<file path="src/rtl/branch_predict_unit_if.sv">
// Fetch prediction and execute-resolution signals of the branch predictor.
// master = fetch/execute side, slave = branch_predict_unit.
interface branch_predict_unit_if;
  logic [31:0] fetch_pc;
  logic        predict_taken;
  logic [31:0] predict_target;
  logic        ex_valid;
  logic        ex_is_branch;
  logic [31:0] ex_pc;
  logic        ex_taken;
  logic [31:0] ex_target;
  logic        ex_pred_taken;
  logic [31:0] ex_pred_target;
  logic        ex_jalr;
  logic [31:0] ex_jalr_target;
  logic        flush;
  logic [31:0] redirect_pc;

  modport master (
    output fetch_pc, ex_valid, ex_is_branch, ex_pc, ex_taken, ex_target,
           ex_pred_taken, ex_pred_target, ex_jalr, ex_jalr_target,
    input  predict_taken, predict_target, flush, redirect_pc
  );

  modport slave (
    input  fetch_pc, ex_valid, ex_is_branch, ex_pc, ex_taken, ex_target,
           ex_pred_taken, ex_pred_target, ex_jalr, ex_jalr_target,
    output predict_taken, predict_target, flush, redirect_pc
  );
endinterface

</file>
<file path="src/rtl/branch_predict_unit.sv">
// Fetch-side branch predictor: 2-bit BHT + direct-mapped BTB, mispredict flush/redirect.
// Optional BRANCH_PERF_CNT_EN adds saturating branch/mispredict counters.
module branch_predict_unit #(
  parameter int unsigned BHT_ENTRIES = 64,
  parameter int unsigned BTB_ENTRIES = 16
) (
  input  logic                 clk,
  input  logic                 reset,
  branch_predict_unit_if.slave bus
`ifdef BRANCH_PERF_CNT_EN
  ,
  output logic [31:0]          branch_count,
  output logic [31:0]          mispredict_count
`endif
);

  localparam int unsigned BHT_W = $clog2(BHT_ENTRIES);
  localparam int unsigned BTB_W = $clog2(BTB_ENTRIES);
  localparam int unsigned TAG_W = 30 - BTB_W;

  typedef enum logic [1:0] {
    SNT = 2'b00,
    WNT = 2'b01,
    WT  = 2'b10,
    ST  = 2'b11
  } ctr_t;

  ctr_t              bht_q       [BHT_ENTRIES];
  ctr_t              bht_d       [BHT_ENTRIES];
  logic [BTB_ENTRIES-1:0] btb_valid_q, btb_valid_d;
  logic [TAG_W-1:0]  btb_tag_q   [BTB_ENTRIES];
  logic [TAG_W-1:0]  btb_tag_d   [BTB_ENTRIES];
  logic [31:0]       btb_tgt_q   [BTB_ENTRIES];
  logic [31:0]       btb_tgt_d   [BTB_ENTRIES];

  logic [BHT_W-1:0]  f_bht_idx, x_bht_idx;
  logic [BTB_W-1:0]  f_btb_idx, x_btb_idx;
  logic [TAG_W-1:0]  f_tag, x_tag;
  logic              f_ctr_taken;
  logic              pred_hit;
  logic              train;
  logic              flush_c;
  logic [31:0]       redirect_c;
  logic              unused_pc_bits;

  assign f_bht_idx = bus.fetch_pc[BHT_W+1:2];
  assign f_btb_idx = bus.fetch_pc[BTB_W+1:2];
  assign f_tag     = bus.fetch_pc[31:BTB_W+2];
  assign x_bht_idx = bus.ex_pc[BHT_W+1:2];
  assign x_btb_idx = bus.ex_pc[BTB_W+1:2];
  assign x_tag     = bus.ex_pc[31:BTB_W+2];
  assign unused_pc_bits = ^bus.fetch_pc[1:0];

  // Prediction reads the registered tables, so a same-cycle write is seen next cycle.
  assign f_ctr_taken = (bht_q[f_bht_idx] == WT) || (bht_q[f_bht_idx] == ST);
  assign pred_hit    = !reset && f_ctr_taken && btb_valid_q[f_btb_idx] &&
                       (btb_tag_q[f_btb_idx] == f_tag);
  assign bus.predict_taken  = pred_hit;
  assign bus.predict_target = pred_hit ? btb_tgt_q[f_btb_idx] : '0;

  always_comb begin
    flush_c    = 1'b0;
    redirect_c = '0;
    if (!reset && bus.ex_valid) begin
      if (bus.ex_jalr) begin
        flush_c    = 1'b1;
        redirect_c = bus.ex_jalr_target & 32'hFFFF_FFFE;
      end else if (bus.ex_is_branch) begin
        if (bus.ex_taken != bus.ex_pred_taken) begin
          flush_c    = 1'b1;
          redirect_c = bus.ex_taken ? bus.ex_target : bus.ex_pc + 32'd4;
        end else if (bus.ex_taken && (bus.ex_pred_target != bus.ex_target)) begin
          flush_c    = 1'b1;
          redirect_c = bus.ex_target;
        end
      end
    end
  end

  assign bus.flush       = flush_c;
  assign bus.redirect_pc = redirect_c;

  // A JALR flagged alongside a branch takes precedence and must not train.
  assign train = bus.ex_valid && bus.ex_is_branch && !bus.ex_jalr;

  always_comb begin
    bht_d       = bht_q;
    btb_valid_d = btb_valid_q;
    btb_tag_d   = btb_tag_q;
    btb_tgt_d   = btb_tgt_q;
    if (train) begin
      unique case (bht_q[x_bht_idx])
        SNT: bht_d[x_bht_idx] = bus.ex_taken ? WNT : SNT;
        WNT: bht_d[x_bht_idx] = bus.ex_taken ? WT  : SNT;
        WT:  bht_d[x_bht_idx] = bus.ex_taken ? ST  : WNT;
        ST:  bht_d[x_bht_idx] = bus.ex_taken ? ST  : WT;
        default: bht_d[x_bht_idx] = WNT;
      endcase
      if (bus.ex_taken) begin
        btb_valid_d[x_btb_idx] = 1'b1;
        btb_tag_d[x_btb_idx]   = x_tag;
        btb_tgt_d[x_btb_idx]   = bus.ex_target;
      end
    end
  end

  always_ff @(posedge clk) begin
    if (reset) begin
      bht_q       <= '{default: WNT};
      btb_valid_q <= '0;
    end else begin
      bht_q       <= bht_d;
      btb_valid_q <= btb_valid_d;
      btb_tag_q   <= btb_tag_d;
      btb_tgt_q   <= btb_tgt_d;
    end
  end

`ifdef BRANCH_PERF_CNT_EN
  logic [31:0] branch_count_q, branch_count_d;
  logic [31:0] mispredict_count_q, mispredict_count_d;

  always_comb begin
    branch_count_d     = branch_count_q;
    mispredict_count_d = mispredict_count_q;
    if (bus.ex_valid && (bus.ex_is_branch || bus.ex_jalr) && (branch_count_q != '1))
      branch_count_d = branch_count_q + 32'd1;
    if (flush_c && (mispredict_count_q != '1))
      mispredict_count_d = mispredict_count_q + 32'd1;
  end

  always_ff @(posedge clk) begin
    if (reset) begin
      branch_count_q     <= '0;
      mispredict_count_q <= '0;
    end else begin
      branch_count_q     <= branch_count_d;
      mispredict_count_q <= mispredict_count_d;
    end
  end

  assign branch_count     = branch_count_q;
  assign mispredict_count = mispredict_count_q;
`endif

endmodule

</file>
<file path="src/flat_wrapper.sv">
// flat-port wrapper written by rule: the top's interface ports become plain ports
module branch_predict_unit_flat 
#(
  parameter int unsigned BHT_ENTRIES = 64,
  parameter int unsigned BTB_ENTRIES = 16
)
  (clk, reset, bus_fetch_pc, bus_ex_valid, bus_ex_is_branch, bus_ex_pc, bus_ex_taken, bus_ex_target, bus_ex_pred_taken, bus_ex_pred_target, bus_ex_jalr, bus_ex_jalr_target, bus_predict_taken, bus_predict_target, bus_flush, bus_redirect_pc);
  branch_predict_unit_if bus_i ();
  input  logic clk;
  input  logic reset;
  input wire logic [$bits(bus_i.fetch_pc)-1:0] bus_fetch_pc;
  input wire logic [$bits(bus_i.ex_valid)-1:0] bus_ex_valid;
  input wire logic [$bits(bus_i.ex_is_branch)-1:0] bus_ex_is_branch;
  input wire logic [$bits(bus_i.ex_pc)-1:0] bus_ex_pc;
  input wire logic [$bits(bus_i.ex_taken)-1:0] bus_ex_taken;
  input wire logic [$bits(bus_i.ex_target)-1:0] bus_ex_target;
  input wire logic [$bits(bus_i.ex_pred_taken)-1:0] bus_ex_pred_taken;
  input wire logic [$bits(bus_i.ex_pred_target)-1:0] bus_ex_pred_target;
  input wire logic [$bits(bus_i.ex_jalr)-1:0] bus_ex_jalr;
  input wire logic [$bits(bus_i.ex_jalr_target)-1:0] bus_ex_jalr_target;
  output wire logic [$bits(bus_i.predict_taken)-1:0] bus_predict_taken;
  output wire logic [$bits(bus_i.predict_target)-1:0] bus_predict_target;
  output wire logic [$bits(bus_i.flush)-1:0] bus_flush;
  output wire logic [$bits(bus_i.redirect_pc)-1:0] bus_redirect_pc;
  assign bus_i.fetch_pc = bus_fetch_pc;
  assign bus_i.ex_valid = bus_ex_valid;
  assign bus_i.ex_is_branch = bus_ex_is_branch;
  assign bus_i.ex_pc = bus_ex_pc;
  assign bus_i.ex_taken = bus_ex_taken;
  assign bus_i.ex_target = bus_ex_target;
  assign bus_i.ex_pred_taken = bus_ex_pred_taken;
  assign bus_i.ex_pred_target = bus_ex_pred_target;
  assign bus_i.ex_jalr = bus_ex_jalr;
  assign bus_i.ex_jalr_target = bus_ex_jalr_target;
  assign bus_predict_taken = bus_i.predict_taken;
  assign bus_predict_target = bus_i.predict_target;
  assign bus_flush = bus_i.flush;
  assign bus_redirect_pc = bus_i.redirect_pc;
  branch_predict_unit #(.BHT_ENTRIES(BHT_ENTRIES), .BTB_ENTRIES(BTB_ENTRIES)) u_core (.clk(clk), .reset(reset), .bus(bus_i));
endmodule
</file>
<file path="config.mk">
export PLATFORM = sky130hd
export DESIGN_NAME = branch_predict_unit_flat
export DESIGN_NICKNAME = d
export VERILOG_FILES = /design/src/rtl/branch_predict_unit_if.sv /design/src/rtl/branch_predict_unit.sv /design/src/flat_wrapper.sv
export SDC_FILE = /design/constraint.sdc
export NUM_CORES = 1
export LEC_CHECK = 0
export BUFFER_PORTS_ARGS = -buffer_cell sky130_fd_sc_hd__buf_2
export CORE_MARGIN = 3
export CORE_UTILIZATION = 43
export DETAILED_ROUTE_END_ITERATION = 10
export PLACE_DENSITY_LB_ADDON = 0.1
export SETUP_SLACK_MARGIN = 0.5
export SLEW_MARGIN = 20
export SYNTH_ARGS = -nofsm -noshare
export SYNTH_HDL_FRONTEND = slang
export SYNTH_SLANG_ARGS = --single-unit
</file>
<file path="constraint.sdc">
create_clock -name clk -period 5.76 [get_ports clk]
set_input_delay 0 -clock clk [delete_from_list [all_inputs] [get_ports clk]]
set_output_delay 0 -clock clk [all_outputs]
set_load 0.05 [all_outputs]
</file>
# Yosys cells after proc, flatten, opt, wreduce, memory -nomap -nowiden

Cells that the tools add are included.

Register bits after elaboration: 1072
Input bits: 167
Output and inout port bits: 66

$add $sub $neg: 1
Order comparisons: 9
Equal/unequal tests: 8
Multiplexer cells: 45
Bitwise gates (word level): 6
Reductions and logical operators: 16

Operator list:

| operator              | count |
|---|---|
| $bwmux 128            | 4 |
| $bwmux 512            | 1 |
| $pmux 128 s4          | 1 |
| $bwmux 416            | 1 |
| $mux 32               | 10 |
| $bmux 32 s4           | 1 |
| $demux 32 s4          | 1 |
| $bmux 26 s4           | 1 |
| $demux 26 s4          | 1 |
| $mux 26               | 3 |
| $add 32x3->32 const B | 1 |
| $ne 32x32->1          | 1 |
| $eq 26x26->1          | 1 |
| $bmux 2 s6            | 2 |
| $or 16x16->16         | 1 |
| $ge 7x7->1 const B    | 2 |
| $mux 2                | 7 |
| $not 6->7             | 2 |
| $demux 2 s6           | 1 |
| $ge 5x5->1 const B    | 2 |
| $logic_and 1x1->1     | 10 |
| $lt 4x5->1 const B    | 2 |
| $not 4->5             | 2 |
| $mux 1                | 9 |
| 14 further kinds      | 18 |

# Depth between registers and ports, before layout

Depth in word-level cells: 10
Mapped depth: 12

# Worst setup path before layout

No wires, ideal clock.

Kind: input-to-reg
Start: input port bus_ex_pc[4]
End: register u_core.btb_tag_q[0] in the netlist's numbering, enable pin
Library setup time: 474 ps
Arrival: 3695 ps
Data required time: 5286 ps
Path slack: 1590 ps
Cell stages on the path: 7
Path through: buf_2 > buf_4 > buf_4 > buf_2 > buf_1 > nand2_1 > nor2_1

RTL lines:

| item                   | line                       | text |
|---|---|---|
| start: declaration     | flat_wrapper.sv:14         | `input wire logic [$bits(bus_i.ex_pc)-1:0] bus_ex_pc;` |
| end signal: assignment | branch_predict_unit.sv:114 | `btb_tag_q <= btb_tag_d;` |
| end: declaration       | branch_predict_unit.sv:31  | `logic [TAG_W-1:0] btb_tag_q [BTB_ENTRIES];` |

# Worst setup path after layout

Start: register u_core.btb_tag_q[111] in the netlist's numbering
End: output port bus_predict_target[20]

Longest elaborated chain between the ends: 6

RTL lines:

| item                                        | line                      | text |
|---|---|---|
| $bmux 26 s4                                 | branch_predict_unit.sv:57 | `(btb_tag_q[f_btb_idx] == f_tag);` |
| $mux 26 (not written as such) (2 in series) | branch_predict_unit.sv:57 |  |
| $eq 26x26->1                                | branch_predict_unit.sv:57 |  |
| $logic_and 1x1->1                           | branch_predict_unit.sv:56 | `assign pred_hit = !reset && f_ctr_taken && btb_valid_q[f_btb_idx] &&` |
| $mux 32                                     | branch_predict_unit.sv:59 | `assign bus.predict_target = pred_hit ? btb_tgt_q[f_btb_idx] : '0;` |
| end: declaration                            | flat_wrapper.sv:22        | `output wire logic [$bits(bus_i.predict_target)-1:0] bus_predict_target;` |

Every way passes these cells. The select of a mux whose other input is x is not followed.

==> results.txt <==
- Proportion of synthesized chip area in sequential cells: a little under 70%
- H-tree level count: 3
- Data arrival time of the critical path: 4.40 ns
* Fraction of final layout cells sized beyond drive strength 1: 26.77%
- The number of different library cells used by synthesis comes to 72.
- Number of storage elements in the synthesis netlist: 1,072
* Largest cells by area after synthesis: sky130_fd_sc_hd__edfxtp_1, sky130_fd_sc_hd__mux4_2, sky130_fd_sc_hd__dfxtp_1
- The longest clock path from root to sink contains 3 buffers.
- Initial antenna violation count: 6
- Row count: 118
- Nature of the critical path endpoint: output port
- Number of clock sinks: between 1,000 and 1,500
* Synth warn: 0
- Vias in the first global route: 27,130
- The floorplan step defined a die boundary enclosing 0.1095 mm².
* Detailed placement HPWL: 77,970 µm
- Pin count of the biggest net entering global routing: 98
* Fraction of registers with async set or reset after synthesis: 0%
* Kind of launch point of the worst setup path: flip-flop
* Leak: 16.64 nW
- The hold violation count in the final report was 0.
* Area of all placed cells without fillers: roughly 0.052 mm²
- IR analysis of the VDD net gives a maximum drop of approximately 0.23 mV.
- Compared with the post-synthesis result, the final layout area differs by 15.22%.
- The congestion estimate from routability-driven global placement came to slightly below 0.9.
- Number of setup violations in the final report: 0
- The first global-routing pass estimated between 150,000 and 200,000 µm of wire.
* Synthesized netlist net count: 2,856
- Vias after detailed routing: 26,710
- Vert. Die Dim: 330.9 µm
- In the routed design, unresolved DRC markers number 0.
* Number of top-level pins: 233
* Clock insertion delay at the later pin of the skew report: 0.70 ns
- Clock-pin slew was measured on the worst setup and hold paths at ~0.060 ns.
* Number of synthesized flops with an enable pin: 928
- Detail Route Antenna Nets: 0
- STA puts the critical path data required time at 5.76 ns.
- TritonCTS built the clock tree.
* Library cell occupying the most area in the post-synthesis netlist: sky130_fd_sc_hd__edfxtp_1
- Once layout is complete, the utilization of the core stands at 50.25%.
- Result of the run: complete, no violations
- Average wire length per cell after detail routing: 29.33 µm
* Class of the worst hold path: in -> reg
- In this run the worst path has a maximum fanout of 29.
* Number of instances in the synthesized netlist: around 2,700
- For this configuration, the core starts out at a cell density of 43.61%.
* Clock root buffer: sky130_fd_sc_hd__clkbuf_16
* Final min period: 4.397 ns
- Top-area cell type share of the netlist area: 61.39%
- In this run the post-CTS setup repair buffer count came out at 0.
- Based on the critical path, the design can be clocked at up to 0.2274 GHz.
- Global-route total usage across every layer: 23.76%
- In the final design database the tool counted between 3,000 and 4,000 nets.
* Unrepaired setup endpoints after global routing: no
- Max cap viols: 0
* CP Class: reg -> out
* Final Max Slew Viols: 0
- For this run, the leading register cell type out of synthesis is sky130_fd_sc_hd__edfxtp_1.
* Crit share post-route: 76.33%
- After detailed routing, the number of vias per cell comes to 6.004.
- Overall die width: 330.9 µm
- Sum of overflow across all layers after global routing: 0
- Each instance of the synthesized netlist takes up on average 16.91 µm².
* Actual slew at the worst max-slew pin: about 1.2 ns
- Inserted Clock Buffers: 110
* Placement Cell Area: slightly below 0.05 mm²
* Synthesized area: 0.04539 mm²
- In this run, the number of DRC markers left after iteration 0 of detailed routing was 2,947.
- Number of buffers added on ports: 229
- The worst pin sits at a relative slew slack of between 10% and 20%.
- Drt pass-1 iters: 6
* Total negative slack: 0 ns
* Worst clock skew on the final layout: 0.02366 ns
- After the flow finishes, the layout carries non-filler instances totaling between 4,000 and 5,000.
- For this block, the routed nets add up to approximately 130,000 µm of wire.
- Area of the core region: 0.1041 mm²
- Total power density per cell area: 317.5 mW/mm²
- Hold is met by 0.1302 ns.
* Cell count after placement: 4,182
where the power goes:
part | switching, mW | internal [mW]
Combinational | 0.747 | 0.395
Sequential | 0.00462 | 8.44
Clock | 2.99 | 4.03
cells in the mapped netlist (all sizes together), types with 36 or more instances:
library cell	n
xor2	36
a22oi	37
o31ai	65
edfxtp	928
o21ai	42
mux4	282
nor4	41
clkbuf	83
nand2	147
dfxtp	144
xnor2	56
a211oi	61
a21oi	95
nand4	51
nor2	190
mux2i	65
buf	98
worst max-delay path, stage by stage (launching register included):
cell	delay, ns
sky130_fd_sc_hd__edfxtp_1	0.35
sky130_fd_sc_hd__mux4_2	0.49
sky130_fd_sc_hd__a22o_1	0.22
sky130_fd_sc_hd__a221oi_2	0.18
sky130_fd_sc_hd__xnor2_1	0.16
sky130_fd_sc_hd__nor2_1	0.44
sky130_fd_sc_hd__nand4_4	0.77
sky130_fd_sc_hd__buf_4	0.45
sky130_fd_sc_hd__nor4_2	0.27
sky130_fd_sc_hd__buf_2	0.31
metal layers:
layer,track usage [%],vias up,part of all wire [%]
met5,0,-,0.016
li1,-,11450,-
met1,33.48,14140,42
met4,5.387,4,1.7
met3,3.878,152,7.3
met2,39.09,975,49
final cells by class:
cell class | instances | area (µm²)
multi-input combinational | 1404 | 13790
inverter | 28 | 105.1
clock inverter | 64 | 621.8
sequential | 1072 | 30750
fill | 8620 | 51780
clock buffer | 142 | 2925
timing repair buffer | 357 | 2377
antenna | 2 | 5.005
tap | 1380 | 1727
sequential cells by signal, summed over array words and instances, names as in the netlist:
signal	count
u_core.btb_valid_q	16
u_core.btb_tag_q	416
u_core.bht_q	128
u_core.btb_tgt_q	512
cells by family (layout without fill, tap and decap cells):
kind of cell,after synthesis,after routing,synth area share (%)
simple gates,535,535,5.981
fa+ha+maj,5,5,0.1323
xor+xnor,92,92,1.775
buf+inv,209,591,2.268
other cells,0,2,0
flops,1072,1072,67.74
mux,377,377,16.17
compound gates,395,395,5.937
per-stage QoR:
| stage | worst slack [ns] | power (mW) |
|---|---|---|
| global route | 1.129 | 17.16 |
| CTS | 1.257 | 16.77 |
| global placement | 1.546 | 9.704 |
| floorplan | 1.590 | 9.269 |
| detailed placement | 1.558 | 9.724 |
| finish | 1.363 | 16.61 |
worst paths after layout:
| path | startpoint | slack (ns) | endpoint | cells after the start |
|---|---|---|---|---|
| worst max-delay path | u_core.btb_tag_q[111] | 1.36 | bus_predict_target[20] | 9 |
| worst min-delay path | bus_ex_valid | 0.13 | u_core.bht_q[0] | 4 |
| worst max register to register | u_core.bht_q[35] | 2.37 | u_core.bht_q[18] | 8 |
| worst min register to register | u_core.bht_q[8] | 0.47 | u_core.bht_q[8] | 2 |
cell usage in the layout, fill, tap and decap left out, types with 29 or more instances in the layout:
| cell | instances |
|---|---|
| sky130_fd_sc_hd__clkbuf_16 | 112 |
| sky130_fd_sc_hd__a211oi_1 | 61 |
| sky130_fd_sc_hd__edfxtp_1 | 928 |
| sky130_fd_sc_hd__a21oi_1 | 94 |
| sky130_fd_sc_hd__nor2_1 | 173 |
| sky130_fd_sc_hd__clkbuf_1 | 29 |
| sky130_fd_sc_hd__xor2_1 | 36 |
| sky130_fd_sc_hd__buf_2 | 224 |
| sky130_fd_sc_hd__mux4_2 | 282 |
| sky130_fd_sc_hd__xnor2_1 | 56 |
| sky130_fd_sc_hd__o22ai_1 | 33 |
| sky130_fd_sc_hd__nand2_1 | 147 |
| sky130_fd_sc_hd__dfxtp_1 | 144 |
| sky130_fd_sc_hd__o31ai_1 | 65 |
| sky130_fd_sc_hd__dlygate4sd3_1 | 59 |
| sky130_fd_sc_hd__o21ai_0 | 31 |
| sky130_fd_sc_hd__nand4_1 | 50 |
| sky130_fd_sc_hd__a22oi_1 | 37 |
| sky130_fd_sc_hd__nor4_2 | 31 |
| sky130_fd_sc_hd__mux2i_1 | 65 |
| sky130_fd_sc_hd__buf_4 | 64 |
what timing repair did:
item,4_1_cts,5_1_grt
gates resized for setup,0,0
endpoints found under the hold margin,975,0
hold buffers,59,0
(Power assumes the default switching activity.)
